[src/rtl/mem_port_arbiter.sv]
// Shares one single-port memory between the fetch (F) and memory (M) stages: IDLE/BUSY/DONE sequencer
// with req/ack handshake, pipeline stall and watchdog. Define MEMARB_FAIR_EN for alternating grant on ties.
module mem_port_arbiter #(
  parameter int ADDR_W  = 32,
  parameter int DATA_W  = 32,
  parameter int TIMEOUT = 15
) (
  input  logic              clk,
  input  logic              reset,
  input  logic              if_req_f,
  input  logic [ADDR_W-1:0] if_addr_f,
  output logic [DATA_W-1:0] if_rdata_f,
  output logic              if_valid_f,
  input  logic              memread_m,
  input  logic              memwrite_m,
  input  logic [ADDR_W-1:0] addr_m,
  input  logic [DATA_W-1:0] wdata_m,
  input  logic [3:0]        be_m,
  output logic [DATA_W-1:0] rdata_m,
  output logic              valid_m,
  output logic              stall_pipe,
  output logic              mem_req,
  output logic              mem_we,
  output logic [ADDR_W-1:0] mem_addr,
  output logic [DATA_W-1:0] mem_wdata,
  output logic [3:0]        mem_be,
  input  logic              mem_ack,
  input  logic [DATA_W-1:0] mem_rdata,
  output logic              timeout_err
);

  typedef enum logic [1:0] {IDLE, BUSY, DONE} state_e;

  localparam logic [DATA_W-1:0] NOP     = DATA_W'(32'h0000_0013);
  localparam logic [7:0]        WD_LAST = 8'(TIMEOUT - 1);

  state_e              state_q, state_d;
  logic                owner_q, owner_d;   // 1 = M owns the access
  logic                req_q, req_d;
  logic                we_q, we_d;
  logic [ADDR_W-1:0]   addr_q, addr_d;
  logic [DATA_W-1:0]   wdata_q, wdata_d;
  logic [3:0]          be_q, be_d;
  logic [7:0]          wd_q, wd_d;
  logic [DATA_W-1:0]   frd_q, frd_d;
  logic [DATA_W-1:0]   mrd_q, mrd_d;
  logic                terr_q, terr_d;
  logic                pend_m, grant_m;

  assign pend_m = memread_m | memwrite_m;

`ifdef MEMARB_FAIR_EN
  logic last_q, last_d;   // 1 = M was granted last
  // On a tie, fetch wins only if the data stage had the previous grant.
  assign grant_m = pend_m & ~(if_req_f & last_q);
`else
  assign grant_m = pend_m;
`endif

  always_comb begin
    state_d = state_q;
    owner_d = owner_q;
    req_d   = req_q;
    we_d    = we_q;
    addr_d  = addr_q;
    wdata_d = wdata_q;
    be_d    = be_q;
    wd_d    = wd_q;
    frd_d   = frd_q;
    mrd_d   = mrd_q;
    terr_d  = terr_q;
`ifdef MEMARB_FAIR_EN
    last_d  = last_q;
`endif
    unique case (state_q)
      IDLE: begin
        if (pend_m | if_req_f) begin
          owner_d = grant_m;
          req_d   = 1'b1;
          wd_d    = 8'd0;
          state_d = BUSY;
`ifdef MEMARB_FAIR_EN
          last_d  = grant_m;
`endif
          if (grant_m) begin
            addr_d  = addr_m;
            wdata_d = wdata_m;
            be_d    = be_m;
            we_d    = memwrite_m;
          end else begin
            addr_d  = if_addr_f;
            be_d    = 4'b1111;
            we_d    = 1'b0;
          end
        end
      end
      BUSY: begin
        if (mem_ack) begin
          req_d   = 1'b0;
          state_d = DONE;
          if (!owner_q)    frd_d = mem_rdata;
          else if (!we_q)  mrd_d = mem_rdata;
        end else if (wd_q == WD_LAST) begin
          // Watchdog abort: fetch gets a nop so the pipeline keeps moving.
          req_d   = 1'b0;
          terr_d  = 1'b1;
          state_d = DONE;
          if (!owner_q)    frd_d = NOP;
          else if (!we_q)  mrd_d = '0;
        end else begin
          wd_d = wd_q + 8'd1;
        end
      end
      DONE: state_d = IDLE;
      default: state_d = IDLE;
    endcase
  end

  always_ff @(posedge clk or posedge reset) begin
    if (reset) begin
      state_q <= IDLE;
      owner_q <= 1'b0;
      req_q   <= 1'b0;
      we_q    <= 1'b0;
      addr_q  <= '0;
      wdata_q <= '0;
      be_q    <= 4'b0;
      wd_q    <= 8'd0;
      frd_q   <= '0;
      mrd_q   <= '0;
      terr_q  <= 1'b0;
`ifdef MEMARB_FAIR_EN
      last_q  <= 1'b0;
`endif
    end else begin
      state_q <= state_d;
      owner_q <= owner_d;
      req_q   <= req_d;
      we_q    <= we_d;
      addr_q  <= addr_d;
      wdata_q <= wdata_d;
      be_q    <= be_d;
      wd_q    <= wd_d;
      frd_q   <= frd_d;
      mrd_q   <= mrd_d;
      terr_q  <= terr_d;
`ifdef MEMARB_FAIR_EN
      last_q  <= last_d;
`endif
    end
  end

  assign if_valid_f  = (state_q == DONE) & ~owner_q;
  assign valid_m     = (state_q == DONE) &  owner_q;
  assign if_rdata_f  = frd_q;
  assign rdata_m     = mrd_q;
  assign mem_req     = req_q;
  assign mem_we      = we_q;
  assign mem_addr    = addr_q;
  assign mem_wdata   = wdata_q;
  assign mem_be      = be_q;
  assign timeout_err = terr_q;
  assign stall_pipe  = (pend_m & ~valid_m) | (if_req_f & ~if_valid_f);

endmodule

[config.mk]
export PLATFORM = sky130hd
export DESIGN_NAME = mem_port_arbiter
export DESIGN_NICKNAME = d
export VERILOG_FILES = /design/src/rtl/mem_port_arbiter.sv
export SDC_FILE = /design/constraint.sdc
export NUM_CORES = 1
export LEC_CHECK = 0
export BUFFER_PORTS_ARGS = -buffer_cell sky130_fd_sc_hd__buf_2
export CORE_ASPECT_RATIO = 0.75
export CORE_MARGIN = 2
export CORE_UTILIZATION = 42
export DETAILED_ROUTE_END_ITERATION = 12
export PLACE_DENSITY = 0.76
export REMOVE_ABC_BUFFERS = 1
export SLEW_MARGIN = 10
export SYNTH_ARGS = -nofsm -noshare
export SYNTH_HDL_FRONTEND = slang
export SYNTH_SLANG_ARGS = --single-unit
[constraint.sdc]
create_clock -name clk -period 5.1 [get_ports clk]
set_input_delay 1.02 -clock clk [delete_from_list [all_inputs] [get_ports clk]]
set_output_delay 1.02 -clock clk [all_outputs]
set_load 0.1 [all_outputs]
==> Word-level counts from Yosys, hierarchy flattened <==
Cells that the tools add are included.
{ "totals": {"output_inout_bits": 138, "inputBits": 138, "mem_count": 0, "latchBits": 0, "word_cells": 67, "ram_bits": 0, "ff_bits": 146, "rom_bits": 0} }
{ "classes": {"n_eq_ne": 7, "n_mul": 0, "order_cmp": 0, "n_reduce_logical": 11, "n_mux": 25, "bitwise_logic": 12, "div_mod_pow": 0, "add_sub_neg": 1, "shifts": 0} }
{ "ops": {"columns": ["operator", "count"], "rows": [
  ["$mux 32", 11],
  ["$mux 8", 3],
  ["$pmux 8 s2", 1],
  ["$reduce_and 3->1", 4],
  ["$add 8x1->8 const B", 1],
  ["$eq 8x4->1 const B", 1],
  ["$reduce_and 4->1", 2],
  ["$mux 2", 3],
  ["$ne 2x2->1 const B", 3],
  ["$not 1->1", 5],
  ["$and 1x1->1", 4],
  ["$mux 1", 4],
  ["$mux 4", 1],
  ["$pmux 2 s2", 1],
  ["$reduce_and 2->1", 2],
  ["$reduce_bool 2->1", 2],
  ["$ne 3x3->1 const B", 1],
  ["$or 1x1->1", 3],
  ["$eq 2x1->1 const B", 1],
  ["$eq 2x2->1 const B", 1],
  ["$logic_not 2->1", 1],
  ["$pmux 1 s2", 1]
]} }

==> Longest topological paths before layout <==
{ "logic_depth": {"ltp_word": 5, "depth_mapped": 7, "ltp_nobuf": 6} }

==> Least setup slack after synthesis <==
No wires, ideal clock.
{ "synth_timing": {"path_type": "register to output", "from": "register owner_q", "to": "output port stall_pipe", "t_required_ns": 4.080, "arrival_ns": 4.252, "slack_ns": -0.172, "path_buffers": 1, "path_stages_with_launch": 4, "path_cell_list": "dfrtp_1 clkbuf_1 nor3b_1 o22ai_1"} }
{ "synth_between": {"elab_chain_cells": 5, "word_cells_on_any_way": 8, "classes_between": "bitwise (8)"} }
{ "synth_rtl": {"columns": ["element", "line_no", "text"], "rows": [
  ["from (decl)", "38", "logic owner_q, owner_d;"],
  ["from (signal assigned)", "137", "owner_q <= owner_d;"],
  ["$not 1->1 (no line)", null, null],
  ["$and 1x1->1", "153", "assign if_valid_f = (state_q == DONE) & ~owner_q;"],
  ["net if_valid_f", "13", "output logic if_valid_f,"],
  ["$not 1->1", "163", "assign stall_pipe = (pend_m & ~valid_m) | (if_req_f & ~if_valid_f);"],
  ["$and 1x1->1", "163", null],
  ["$or 1x1->1", "163", null],
  ["to (decl)", "21", "output logic stall_pipe,"]
]} }
The timed path passes the listed nets, and every way through them passes these cells.

==> Final worst setup path <==
{ "layout_timing": {"from": "input port if_req_f", "to": "output port stall_pipe"} }
{ "layout_between": {"elab_chain_cells": 2} }
{ "layout_rtl": {"columns": ["element", "line_no", "text"], "rows": [
  ["from (decl)", "10", "input logic if_req_f,"],
  ["$and 1x1->1", "163", null],
  ["$or 1x1->1", "163", null]
]} }
Every way passes these cells.

==> impl_metrics.xml <==
<?xml version="1.0" encoding="UTF-8"?>
<metrics>
  <group name="setup_path">
    <metric name="worst_r2r_startpoint" unit="">wd_q[0]</metric>
    <metric name="timing.critical_path.slowest_stage_cell" unit="">sky130_fd_sc_hd__buf_2</metric>
    <metric name="worstPathCellList" unit="">buf_2, inv_1, o22ai_1, buf_2</metric>
    <metric name="cpLargestDelayFamily" unit="">buffers and inverters</metric>
    <metric name="worstPathMaxFanout" unit="">3</metric>
    <metric name="worst-path-stages" unit="">4</metric>
    <metric name="endpoint_of_the_worst_register_to_register_path" unit="">wd_q[2]</metric>
    <metric name="critical_path_required" unit="ps">4080</metric>
    <metric name="timing.critical_path.buf_inv" unit="">3</metric>
    <metric name="r2r_cells" unit="">6</metric>
    <metric name="ff2ff_setup_slack" unit="ps">2870</metric>
    <metric name="worst-endpoint-arrival" unit="ps">1820</metric>
    <metric name="worst_setup_path_end_kind" unit="">output port</metric>
    <metric name="setup.worst_path.class" unit="">input pin to output port</metric>
    <metric name="critical-path-top-cell-by-count" unit="">sky130_fd_sc_hd__buf_2</metric>
    <metric name="critical_path.max_stage_delay" unit="ps">450</metric>
    <metric name="start_kind" unit="">input pin</metric>
  </group>
  <group name="grt">
    <metric name="grt_first_pass_wirelength" unit="µm">23900</metric>
    <metric name="grt_antenna_before_repair" unit="">0</metric>
    <metric name="first_global_vias" unit="">4941</metric>
    <metric name="groute.usage.overall" unit="">0.200</metric>
    <metric name="pin_count_of_the_biggest_net_entering_global_routing" unit="">98</metric>
    <metric name="grt_overflow" unit="">0</metric>
  </group>
  <group name="placed_design">
    <metric name="hpwl" unit="µm">10800</metric>
    <metric name="place.port_buffers" unit="">275</metric>
    <metric name="post-place-cells" unit="">902</metric>
    <metric name="routabilityCongestion" unit="">0.816</metric>
  </group>
  <group name="hold_path">
    <metric name="timing.hold.worst.start" unit="">mem_addr[26]</metric>
    <metric name="worstHoldEndpoint" unit="">mem_addr[26]</metric>
    <metric name="worst_hold_path_class" unit="">register to register</metric>
    <metric name="hold_path_depth" unit="">2</metric>
  </group>
  <group name="timing">
    <metric name="timing_worst_slew_pin_value" unit="ps">1090</metric>
    <metric name="worst_clock_skew" unit="ps">10.7</metric>
    <metric name="hold_slack" unit="ps">477</metric>
    <metric name="timing_hold_violations_final" unit="">0</metric>
    <metric name="timing.final.setup_violations" unit="">0</metric>
    <metric name="period_utilisation_layout" unit="">0.557</metric>
    <metric name="max_slew_margin" unit="">0.272</metric>
    <metric name="maxClockFrequency" unit="MHz">352</metric>
    <metric name="timing_max_transition_violations_final" unit="">0</metric>
    <metric name="min_cycle_time_layout" unit="ps">2840</metric>
    <metric name="rsz_0062_raised_after_global_routing" unit="">no</metric>
  </group>
  <group name="run_status">
    <metric name="status" unit="">finished clean</metric>
  </group>
  <group name="job">
    <metric name="max_cap_violations" unit="">0</metric>
  </group>
  <group name="clock_network">
    <metric name="cts.sink_count" unit="">146</metric>
    <metric name="cts_resized" unit="">0</metric>
    <metric name="numCtsBuffers" unit="">17</metric>
    <metric name="max-clock-path-buffers" unit="">2</metric>
    <metric name="insertion_delay_of_the_later_clocked_pin_in_the_worst_skew_pair" unit="ps">410</metric>
    <metric name="cts_root_buf" unit="">sky130_fd_sc_hd__clkbuf_16</metric>
    <metric name="clk_pin_slew_worst_paths" unit="ps">60</metric>
    <metric name="cts_tree" unit="">built</metric>
    <metric name="post-cts-setup-buffer-count" unit="">0</metric>
    <metric name="ctsHtreeMaxLevel" unit="">4</metric>
    <metric name="cts_hold_buf" unit="">0</metric>
  </group>
  <group name="floorplanning">
    <metric name="design.portCount" unit="">276</metric>
    <metric name="fp.coreArea" unit="µm²">13800</metric>
    <metric name="die_width" unit="µm">142</metric>
    <metric name="initial_utilization" unit="">0.432</metric>
    <metric name="chipHeight" unit="µm">107</metric>
    <metric name="floorplan.die_area" unit="µm²">15200</metric>
    <metric name="placementRows" unit="">37</metric>
  </group>
  <group name="synth">
    <metric name="synth-compound-area-share" unit="">0.156</metric>
    <metric name="synth_simple_gate_area_frac" unit="">0.0758</metric>
    <metric name="synth_top_family_by_area" unit="">compound AO/OA/AOI/OAI gates</metric>
    <metric name="post_synth_adder_cell_area" unit="">0.00420</metric>
    <metric name="synth_warnings" unit="">0</metric>
    <metric name="synthMuxAreaShare" unit="">0.118</metric>
    <metric name="synth.ff_latch_count" unit="">146</metric>
    <metric name="post_synth_xor_area_fraction" unit="">0.00294</metric>
    <metric name="synthesis.area_per_instance" unit="µm²">12.4</metric>
    <metric name="synth_cell_types" unit="">33</metric>
    <metric name="seq_area_frac_synth" unit="">0.613</metric>
    <metric name="synth.cell_area" unit="µm²">5960</metric>
    <metric name="netlist_instances" unit="">481</metric>
  </group>
  <group name="finish">
    <metric name="final_net_count" unit="">886</metric>
    <metric name="synthToLayoutAreaGrowth" unit="%">35.8</metric>
    <metric name="seqCellArea" unit="µm²">3650</metric>
    <metric name="layout_commonest_cell" unit="">sky130_fd_sc_hd__buf_2</metric>
    <metric name="count_of_filler_cells_inserted_in_the_layout" unit="">1172</metric>
    <metric name="stdcell_count" unit="">934</metric>
    <metric name="mostFrequentLayoutCells" unit="">sky130_fd_sc_hd__buf_2 (275), sky130_fd_sc_hd__dfrtp_1 (146), sky130_fd_sc_hd__nand2_1 (76)</metric>
    <metric name="post-route-util" unit="">0.587</metric>
    <metric name="area_of_combinational_cells_with_multiple_inputs" unit="µm²">2150</metric>
    <metric name="final_layout_size_suffix_gt1_frac" unit="">0.470</metric>
    <metric name="num_antenna_cells" unit="">0</metric>
  </group>
  <group name="route">
    <metric name="drc_errors" unit="">0</metric>
    <metric name="routed_wl" unit="µm">15100</metric>
    <metric name="drtIter0Drc" unit="">222</metric>
    <metric name="met2_length" unit="µm">7420</metric>
    <metric name="routedWlPerCell" unit="µm">16.2</metric>
    <metric name="drt-pass1-iter-count" unit="">5</metric>
    <metric name="wl_met3" unit="µm">1100</metric>
    <metric name="met1_length" unit="µm">6400</metric>
    <metric name="antenna_violating_nets_post_route" unit="">0</metric>
    <metric name="dr_total_vias" unit="">4882</metric>
    <metric name="maxUsedRoutingLayer" unit="">met4</metric>
    <metric name="viasPerCell" unit="">5.23</metric>
  </group>
</metrics>
==> worst max-delay path by stage <==
stage,startpoint,to
after floorplan,memread_m,stall_pipe
after global placement,memwrite_m,wd_q[2]
after detailed placement,memwrite_m,wd_q[2]
after CTS,if_req_f,stall_pipe
after global routing,if_req_f,stall_pipe
final,if_req_f,stall_pipe
==> worst register-to-register path, delay by kind of cell, from the launching register on <==
family | cells | cell delay, ps
DFF | 1 | 430
AOI/OAI and AO/OA | 2 | 880
adders and majority gates | 1 | 140
buffers and inverters | 1 | 80
and+or+nand+nor | 1 | 420
muxes | 1 | 170
==> area by class of cell <==
type	instances	area share
Tap cell	175	0.0271
Timing Repair Buffer	283	0.178
Multi-Input combinational cell	290	0.265
Inverter	8	0.00433
Clock buffer	20	0.0564
Clock inverter	12	0.0178
Sequential cell	146	0.452
==> sequential cells by signal (all words and copies together) (netlist names) <==
name         flops
if_rdata_f      32
mem_addr        32
mem_wdata       32
rdata_m         32
wd_q             8
mem_be           4
state_q          2
mem_req          1
mem_we           1
owner_q          1
timeout_err      1
==> per-stage QoR <==
stage                     setup slack [ps]  TNS [ps]  cell area (µm²)
final                                 2260         0             8090
after global routing                  2240         0             8090
after global placement                2270         0             7490
after floorplan                       -480     -7410             5810
after CTS                             2260         0             8090
after detailed placement              2210         0             7490
==> cells by family after synthesis <==
group,Yosys count
AO/OA/AOI/OAI,116
AND/OR/NAND/NOR,104
adder cells (fa/ha/maj),2
flip-flops,146
XOR/XNOR,2
buffers and inverters,45
multiplexers,66
==> synthesized netlist by cell type (all sizes together) <==
cell type | number | share of area
a21oi | 4 | 0.0034
or3b | 1 | 0.0019
and3b | 1 | 0.0015
o2bb2ai | 29 | 0.043
clkbuf | 27 | 0.017
nor2b | 2 | 0.0021
o21ai | 38 | 0.032
nor3b | 3 | 0.0038
or2 | 2 | 0.0021
and2 | 2 | 0.0021
nor3 | 3 | 0.0025
nor2 | 3 | 0.0019
a31o | 1 | 0.0015
inv | 8 | 0.0050
nand3 | 8 | 0.0067
o22a | 4 | 0.0059
nand2 | 76 | 0.048
xnor2 | 1 | 0.0015
a32o | 32 | 0.054
o41ai | 3 | 0.011
buf | 10 | 0.0084
nor4 | 2 | 0.0021
o22ai | 1 | 0.0011
o311ai | 1 | 0.0015
nand3b | 1 | 0.0013
mux2 | 32 | 0.060
a21o | 2 | 0.0025
mux2i | 34 | 0.057
ha | 2 | 0.0042
dfrtp | 146 | 0.61
a21boi | 1 | 0.0013
xor2 | 1 | 0.0015
==> routing by layer <==
layer  GRT usage  vias to the layer above
li1            -                     2272
met2       0.342                      212
met5           0                        -
met3      0.0567                       16
met4      0.0621                        0
met1       0.246                     2382
Power is not shown: default switching activity piles up to over one toggle a cycle in this logic, so the estimate is an artifact.
